--- src/rtl/riscv_pkg.sv ---
// rtl/riscv_pkg.sv - shared RV64 core constants and fetch state encoding
package riscv_pkg;

    localparam int XLEN = 64;
    localparam int ILEN = 32;

    localparam logic [31:0] NOP_INSTR = 32'h0000_0013;
    localparam int          PC_STEP   = 4;

    typedef enum logic [2:0] {
        BOOT  = 3'd0,
        REQ   = 3'd1,
        WAIT  = 3'd2,
        FLUSH = 3'd3,
        HOLD  = 3'd4
    } fetch_state_t;

endpackage

--- src/rtl/instr_fetch_unit.sv ---
// rtl/instr_fetch_unit.sv - single-outstanding instruction fetch stage with redirect flush
module instr_fetch_unit #(
    parameter int                XLEN     = 64,
    parameter int                ILEN     = 32,
    parameter logic [XLEN-1:0]   RESET_PC = '0
) (
    input  logic            clk,
    input  logic            rst_n,
    output logic            imem_req_valid,
    output logic [XLEN-1:0] imem_req_addr,
    input  logic            imem_req_ready,
    input  logic            imem_resp_valid,
    input  logic [ILEN-1:0] imem_resp_data,
    input  logic            redirect_valid,
    input  logic [XLEN-1:0] redirect_pc,
    output logic            if_valid,
    output logic [ILEN-1:0] if_instr,
    output logic [XLEN-1:0] if_pc,
    input  logic            if_ready
);
    import riscv_pkg::*;

    fetch_state_t    state_q, state_d;
    logic [XLEN-1:0] pc_q, pc_d;
    logic [ILEN-1:0] instr_q, instr_d;
    logic [XLEN-1:0] if_pc_q, if_pc_d;
    logic [XLEN-1:0] redirect_target;

    // Redirect targets are word aligned; the low two bits are simply masked off.
    assign redirect_target = redirect_pc & ~{{(XLEN-2){1'b0}}, 2'b11};

    always_ff @(posedge clk or negedge rst_n) begin
        if (!rst_n) begin
            state_q <= BOOT;
            pc_q    <= RESET_PC;
            instr_q <= ILEN'(NOP_INSTR);
            if_pc_q <= RESET_PC;
        end else begin
            state_q <= state_d;
            pc_q    <= pc_d;
            instr_q <= instr_d;
            if_pc_q <= if_pc_d;
        end
    end

    always_comb begin
        state_d = state_q;
        pc_d    = pc_q;
        instr_d = instr_q;
        if_pc_d = if_pc_q;
        unique case (state_q)
            BOOT: state_d = REQ;
            REQ: begin
                if (redirect_valid) begin
                    pc_d    = redirect_target;
                    state_d = imem_req_ready ? FLUSH : REQ;
                end else if (imem_req_ready) begin
                    state_d = WAIT;
                end
            end
            WAIT: begin
                if (redirect_valid) begin
                    pc_d    = redirect_target;
                    state_d = imem_resp_valid ? REQ : FLUSH;
                end else if (imem_resp_valid) begin
                    instr_d = imem_resp_data;
                    if_pc_d = pc_q;
                    state_d = HOLD;
                end
            end
            FLUSH: begin
                // The stale word retires the outstanding request, so leave even if redirected again.
                if (redirect_valid) pc_d = redirect_target;
                if (imem_resp_valid) state_d = REQ;
            end
            HOLD: begin
                if (redirect_valid) begin
                    pc_d    = redirect_target;
                    state_d = REQ;
                end else if (if_ready) begin
                    pc_d    = pc_q + XLEN'(PC_STEP);
                    state_d = REQ;
                end
            end
            default: state_d = BOOT;
        endcase
    end

    assign imem_req_valid = (state_q == REQ);
    assign imem_req_addr  = pc_q;
    assign if_valid       = (state_q == HOLD);
    assign if_instr       = instr_q;
    assign if_pc          = if_pc_q;

endmodule
--- config.mk ---
export PLATFORM = sky130hd
export DESIGN_NAME = instr_fetch_unit
export DESIGN_NICKNAME = d
export VERILOG_FILES = /design/src/rtl/riscv_pkg.sv /design/src/rtl/instr_fetch_unit.sv
export SDC_FILE = /design/constraint.sdc
export NUM_CORES = 1
export LEC_CHECK = 0
export ABC_AREA = 1
export CORE_AREA = 2 2 152 154
export DETAILED_ROUTE_END_ITERATION = 16
export DIE_AREA = 0 0 154 156
export PLACE_DENSITY = 0.66
export SLEW_MARGIN = 40
export SYNTH_ARGS = -nofsm -noshare
export SYNTH_HDL_FRONTEND = slang
export SYNTH_SLANG_ARGS = --single-unit
export TNS_END_PERCENT = 100
--- constraint.sdc ---
create_clock -name clk -period 4.95 [get_ports clk]
set_input_delay 1.2375 -clock clk [delete_from_list [all_inputs] [get_ports clk]]
set_output_delay 1.2375 -clock clk [all_outputs]
set_load 0.01 [all_outputs]
Yosys cells after proc, flatten, opt, wreduce, memory -nomap -nowiden. Cells that the tools add are included. W data, S select, Z words.

Bits in registers: 163. Latch bits: 0. Memory bits (writable): 0. Memory bits (read-only): 0. Input port bits: 102. Output and inout bits: 162. Word-level logic and storage cells: 35. Memories: 0.

$add $sub $neg: 1. $mul: 0. Divide/modulo/power cells: 0. $lt $le $gt $ge: 0. Equal/unequal tests: 9. Shift operators: 0. Mux-type cells: 14. Bitwise logic cells: 1. Reduce and logical (&&, ||, !) cells: 6.

Operators by type and width (count): $mux W64 (3); $pmux W64 S2 (1); $add A64 B3 Y64 const B (1); $mux W3 (7); $pmux W3 S5 (1); $eq A3 B2 Y1 const B (2); $reduce_and A3 Y1 (2); $mux W2 (2); $reduce_and A4 Y1 (1); $eq A3 B1 Y1 const B (1); $eq A3 B3 Y1 const B (1); $logic_not A3 Y1 (1); $ne A3 B1 Y1 const B (1); $ne A3 B2 Y1 const B (1); $ne A3 B3 Y1 const B (1); $reduce_or A3 Y1 (1); $ne A2 B1 Y1 const B (1); $ne A2 B2 Y1 const B (1); $reduce_bool A2 Y1 (1); $not A1 Y1 (1).

Longest topological paths before layout. Gate-level depths: netlist (run 1).

Word-level depth: 4. Depth in mapped cells: 12. Depth with buffers taken out: 12.

Worst setup path before layout (run 1). No wires, ideal clock.

Path kind: input to register. Start point: input port redirect_valid. End point: register pc_q[8] (netlist: imem_req_addr[8]). Setup time: 87 ps. Data arrival time: 2041 ps. Required time: 4863 ps. Slack: 2822 ps. Stages: 8. Cell sequence: nand2_1 -> o21ai_1 -> nand2_2 -> inv_2 -> buf_6 -> buf_2 -> o21ai_0 -> a22oi_1.

Word-level cells in the longest chain between the ends: 2.

RTL lines: start: declaration (RTL line instr_fetch_unit.sv:14) `input logic redirect_valid,`; $ne A3 B2 Y1 (no source line) (tied with other cells); $reduce_and A3 Y1 (no source line) / $pmux W64 S2 (equally long branches); end signal: assignment (RTL line instr_fetch_unit.sv:40) `pc_q <= pc_d;`; end: declaration (RTL line instr_fetch_unit.sv:24) `logic [XLEN-1:0] pc_q, pc_d;`.

Parallel ways exist; a longest one is shown, timed or not. A chain may end at the register's enable or synchronous reset.

Final worst setup path (run 1).
Start point: input port redirect_valid. End point: register pc_q[39] (netlist: imem_req_addr[39]).

The elaborated chain is that of the path after synthesis.

==> results of run 1 <==
==> kinds of logic after synthesis <==
group                      after synthesis  synth area share, %
muxes                                   36                4.602
adders and majority gates                1               0.1420
and+or+nand+nor                        619                29.37
other                                    1              0.04257
xor gates and xnor gates                10               0.9941
AOI/OAI and AO/OA                      186                11.90
buffers and inverters                  164                7.740
DFF                                    159                45.21
==> layer usage <==
metal | vias up | track usage [%]
li1 | 4269 | -
met1 | 4148 | 35.91
met2 | 359 | 43.71
met3 | 43 | 4.583
met4 | 0 | 7.744
met5 | - | 0
==> layout by cell type (no fill, tap or decap), drive strengths merged <==
| cell | netlist | layout |
|---|---|---|
| nand2 | 376 | 376 |
| inv | 117 | 125 |
| buf | 38 | 9 |
| clkinv | 0 | 3 |
| clkdlybuf4s50 | 0 | 256 |
| nor2 | 134 | 134 |
| xor2 | 10 | 10 |
| o2111ai | 1 | 1 |
| o211ai | 1 | 1 |
| nand3 | 78 | 78 |
| a31oi | 2 | 2 |
| bufinv | 0 | 3 |
| o21a | 23 | 23 |
| a22oi | 8 | 8 |
| dfstp | 3 | 3 |
| or2 | 8 | 8 |
| nor3 | 7 | 7 |
| a21oi | 18 | 18 |
| conb | 1 | 4 |
| o31ai | 1 | 1 |
| o21ai | 115 | 115 |
| dfrtp | 156 | 156 |
| clkbuf | 9 | 17 |
| and3b | 1 | 1 |
| o21bai | 6 | 6 |
| mux2 | 36 | 36 |
| nand4 | 15 | 15 |
| o22ai | 11 | 11 |
| clkinvlp | 0 | 1 |
| ha | 1 | 1 |
==> cells in the mapped netlist (3+ instances only) <==
| library cell | number | share of area, % |
|---|---|---|
| or2_2 | 8 | 0.57 |
| o21ai_1 | 19 | 1.1 |
| nand2_2 | 8 | 0.57 |
| xor2_1 | 10 | 0.99 |
| clkbuf_1 | 9 | 0.38 |
| nand2_1 | 368 | 16 |
| a22oi_1 | 8 | 0.68 |
| o21a_1 | 23 | 2.0 |
| dfrtp_1 | 156 | 44 |
| nor2_2 | 7 | 0.50 |
| inv_2 | 5 | 0.21 |
| o21ai_0 | 96 | 5.5 |
| mux2_2 | 36 | 4.6 |
| nor3_1 | 5 | 0.28 |
| nand3_1 | 76 | 4.3 |
| o22ai_1 | 11 | 0.78 |
| dfstp_2 | 3 | 0.89 |
| buf_4 | 5 | 0.43 |
| a21oi_1 | 18 | 1.0 |
| buf_2 | 32 | 1.8 |
| o21bai_1 | 6 | 0.51 |
| nor2_1 | 122 | 5.2 |
| inv_1 | 112 | 4.8 |
| nor2_4 | 5 | 0.64 |
| nand4_1 | 15 | 1.1 |
==> cell type report <==
class	count	area share [%]
tap	285	2.913
multi-input combinational	856	34.01
timing repair buffer	265	21.85
clock buffer	17	3.475
inverter	117	3.588
sequential	159	32.53
clock inverter	15	1.625
==> how the worst min path moves through the flow <==
| stage | to | slack (ns) | cells past startpoint |
|---|---|---|---|
| global route | if_pc[13] | 0.50 | 2 |
| detailed placement | if_pc[4] | 0.47 | 2 |
| finish | if_pc[4] | 0.48 | 2 |
| floorplan | if_pc[11] | 0.52 | 2 |
| global placement | if_pc[13] | 0.47 | 2 |
| CTS | if_pc[4] | 0.49 | 2 |
==> tightest hold or removal path: cells and delay by family, from the launching register on <==
| family | cells | cell delay [ns] |
|---|---|---|
| and+or+nand+nor | 1 | 0.05 |
| AOI/OAI and AO/OA | 1 | 0.05 |
| DFF | 1 | 0.34 |
==> power groups by stage <==
stage	Sequential [uW]	Combinational [uW]	Clock [uW]
after floorplan	2600	1100	0
after global placement	2460	2910	0
after detailed placement	2470	2950	0
after CTS	2460	2960	1450
after global routing	2550	3210	1510
final	2460	2950	1420
==> through the flow <==
stage               instances  hold slack [ns]  setup slack, ns  instance area [um2]  power, uW
detailed placement       1682           0.4728            1.451                11620       5420
global placement         1682           0.4654            1.369                11610       5372
global route             1714           0.5040            1.655                12240       7269
CTS                      1714           0.4896            1.867                12240       6869
floorplan                1179           0.5187            2.822                 8821       3695
finish                   1714           0.4832            1.851                12240       6831
==> state kept, by name (all words and copies together), names as in the netlist <==
| name | flops |
|---|---|
| imem_req_addr | 62 |
| if_pc | 62 |
| state_q | 3 |
| if_instr | 32 |
==> run metrics, run 1 <==
Worst Tran Pin Value=0.7559 ns; Crit Path Category=in2reg; max_slew headroom=49.53%; DIE WIDTH=154 um; final core utilization=54.74%; Routed Antenna Nets=0; top routing layer in use=met4; CTS Hold Bufs=0; CTS Buffer Depth=2; Clock Sink Count=159; Storage cell area=3983 um2; Fillers=2192; average size of a mapped cell=7.491 um2; R2R Path End=imem_req_addr[29]; period utilization=62.61%; CTS tree=yes; Total Wirelength=31640 um; Critical Path RT=5.32 ns; count of final setup violators=0; largest net degree at the start of global routing=96; mapped cell area=8810 um2; Yosys reg bits=159; H-tree levels=4; skew final=0.01485 ns; Rows=55; cell count after synthesis=1176; met1 WL=14330 um; Diodes inserted=0; Critical path origin=redirect_valid; initial core utilization=39.39%; slowest stage delay, CP=0.61 ns; global-route wire length before repair=49000 um; post-CTS setup buffers=0; Starting DRT DRC Count=755; Buf/Inv on CP=3; Net Switching=2616 uW; RSZ-0062 raised after global routing=no; CP top delay family=buffers and inverters; all-layer global routing usage=26.50%; final net count=1519; crit end category=flop; # DRC=0; area grow syn2layout=38.96%; clock-pin slew on the worst setup and hold paths=0.07 ns; Crit path arrival time=3.47 ns; Power Density=558.0 nW/um2; TNS Setup=0 ns; Worst-Skew Late Latency=0.44 ns; Clk pwr share=20.8%; Reg2Reg Launch Point=imem_req_addr[26]; WL met2=14660 um; routed wl met3=1981 um; Top cell by count, worst path=nand2_1; Vias/cell=5.145; fin. max-slew vios=0; Hold/Removal Path Class=reg2reg; Max rail drop VDD=0.2503 mV; status=complete, no violations; drt wl/cell=18.46 um; ys async rst share=100.0%; core box area=22370 um2; grt total ovfl=0; TritonRoute pass-1 iters=5; Final Hold Fails=0; GP Congestion=0.9497; P_leak=0.005455 uW; crit path to=imem_req_addr[39]; Net Sw Frac=38.29%; number of synthesized flops with an enable pin=0; Multi-input gate area=4164 um2; CP Depth=9; layout cells sized above 1=8.188%; worst hold start=if_pc[4]; CP Launch Type=primary input; CTS Buf Count=17; Reg2Reg Setup Slack=2.56 ns; I/O pins=264; register area share after synthesis=45.21%; Root Buffer=clkbuf_16; DP HPWL=23960 um; Slowest-stage cell, CP=clkdlybuf4s50_1; Internal=4216 uW; post-cts sizing count=0; Worst R2R Path Depth=8; worst-path cell chain=clkdlybuf4s50_1 -> nand2_1 -> o21ai_1 -> nand2_2 -> inv_2 -> buf_4 -> o21a_1 -> nand2_1 -> nand2_1; Final min period=3.099 ns; Port Buffer Count=257; die height=156 um; number of global-route vias before repair=8658; f_max=322.7 MHz; initial antenna violation count=0; die footprint=24020 um2; Yosys warnings=0; combinational share of power=43.1%; Via Count=8819; Max Cap Violations=0; Reg power frac=36.1%; top_reg_cell synth=dfrtp_1; Crit Path Max Fanout=46; Netlist cell types=35
(Power assumes the default switching activity.)
==> run 2: changes to the inputs <==
--- a/config.mk
+++ b/config.mk
@@ -9,7 +9,7 @@
 export CORE_AREA = 2 2 152 154
 export DETAILED_ROUTE_END_ITERATION = 16
 export DIE_AREA = 0 0 154 156
-export PLACE_DENSITY = 0.66
+export PLACE_DENSITY = 0.69
 export SLEW_MARGIN = 40
 export SYNTH_ARGS = -nofsm -noshare
 export SYNTH_HDL_FRONTEND = slang
==> constraint.sdc (replaced) <==
create_clock -name clk -period 2.6 [get_ports clk]
set_input_delay 0.65 -clock clk [delete_from_list [all_inputs] [get_ports clk]]
set_output_delay 0.65 -clock clk [all_outputs]
set_load 0.01 [all_outputs]
==> run 2 against run 1 <==
  * Global-route usage up 0.39 points
  * Register-to-register slack worse by 2.2 ns
  * Core utilization increased by 0.36 points
  * Clock power rose by 70%
  * Die area is the same
  * Non-clock buffer count up 10
  * Largest cell class unchanged
  * Combinational power rose by 93%
  * Sequential power is 91% higher
  * Clock-buffer cell count grew 3
==> run metrics, run 2 (synthesis results as in run 1) <==
RSZ-0062 raised after global routing=no; Port Buffer Count=257; GR Layer Usage met2=45.08%; die height=156 um; met1 Use GR=34.57%; commonest non-fill, non-tap cells in the layout=nand2_1 (368), clkdlybuf4s50_1 (256), dfrtp_1 (156); Critical Path RT=1.95 ns; all-layer global routing usage=26.89%; H-tree levels=4; final net count=1529; Worst-Skew Late Latency=0.43 ns; GP Congestion=0.9501; worst-path cell chain=nor2_2 -> nand2_2 -> inv_1 -> clkdlybuf4s50_1; Final Hold Fails=0; Crit Path Category=reg2out; CTS Hold Bufs=0; I/O pins=264; max_slew headroom=66.37%; f_max=419.5 MHz; fin. max-slew vios=0; post-cts sizing count=0; Routed Antenna Nets=0; Buf/Inv on CP=2; Crit path arrival time=1.73 ns; CP top delay family=buffers and inverters; crit end category=output port; TNS Setup=0 ns; final core utilization=55.10%; Via Count=8941; Slowest-stage cell, CP=clkdlybuf4s50_1; Pwr Total=12820 uW; DP HPWL=24970 um; number of global-route vias before repair=8580; CTS Buf Count=17; area grow syn2layout=39.88%; core box area=22370 um2; period utilization=91.69%; P_leak=0.005485 uW; status=complete, no violations; CTS Buffer Depth=2; Reg2Reg Setup Slack=0.37 ns; busiest layer in global routing=met2; Fillers=2151; global-route wire length before repair=49320 um; TritonRoute pass-1 iters=5; # DRC=0; Multi-input gate area=4164 um2; Starting DRT DRC Count=716; slowest stage delay, CP=0.53 ns; Storage cell area=3983 um2; Diodes inserted=0; largest net degree at the start of global routing=65; initial antenna violation count=0; Clock Sink Count=159; count of final setup violators=0; skew final=0.01527 ns; DIE WIDTH=154 um; initial core utilization=39.39%; Vias/cell=5.186; Crit Path Max Fanout=6; Root Buffer=clkbuf_16; clock-pin slew on the worst setup and hold paths=0.07 ns; Power Density=1040 nW/um2; Final min period=2.384 ns; met3 Track Usage GR=6.250%; Max Cap Violations=0; Total Wirelength=32090 um; die footprint=24020 um2; CTS tree=yes; Rows=55; Worst Tran Pin Value=0.5025 ns; layout cells sized above 1=8.756%; post-CTS setup buffers=0; Hold/Removal Path Class=in2async; most common cell after layout, fill and taps aside=nand2_1; grt total ovfl=0; CP Launch Type=flop; drt wl/cell=18.61 um; Max rail drop VDD=0.4359 mV
[run 2: cell count changes in the layout (fill, tap and decap cells not counted), sizes merged]
cell	delta
inv	-4
buf	+10
clkinv	+1
bufinv	-3
clkbuf	+3
clkinvlp	+3
[run 2: final cells by class]
| type | instances | share of cell area [%] |
|---|---|---|
| clock buffers | 20 | 3.706 |
| clock inverters | 12 | 0.8326 |
| inverters | 117 | 3.564 |
| multi-input cells | 856 | 33.79 |
| flip-flops and latches | 159 | 32.32 |
| well taps | 285 | 2.894 |
| repair buffers | 275 | 22.90 |
[run 2: worst paths after layout]
| kind | startpoint | endpoint | cells past startpoint |
|---|---|---|---|
| min in group clk | if_pc[62] | if_pc[62] | 2 |
| min | rst_n | if_pc[49] | 1 |
| max in group asynchronous | rst_n | imem_req_addr[27] | 2 |
| min reg2reg | if_pc[62] | if_pc[62] | 2 |
| max reg2reg | imem_req_addr[3] | imem_req_addr[22] | 10 |
| max | state_q[0] | if_valid | 4 |
[run 2: per-layer routing]
layer / routed length, um / up-vias
li1: - / 4289
met1: 13510 / 4227
met2: 15280 / 379
met3: 2509 / 46
met4: 785 / 0
met5: 0 / -
[run 2: power breakdown]
part	leakage, uW	internal [uW]	switching, uW
registers	0.00195	3580	1130
logic	0.00327	2950	2740
clock network	0.000262	1290	1130
total	0.00548	7820	5000
[run 2: worst register-to-register path: cells and delay by family (launching register included)]
kind	cells	cell delay [ns]
adder cells (fa/ha/maj)	1	0.36
AO/OA/AOI/OAI	1	0.09
buffers and inverters	2	0.17
AND/OR/NAND/NOR	6	1.03
flip-flops	1	0.49
[run 2: per-stage QoR]
stage	instance area, um2	std cells	setup WS [ns]	hold WS, ns
floorplan	8821	1179	0.8590	0.3544
global placement	11760	1692	0.1249	0.4638
detailed placement	11760	1692	0.1256	0.4715
CTS	12320	1724	0.2094	0.1443
global route	12320	1724	0.1124	0.1660
finish	12320	1724	0.2160	0.1341
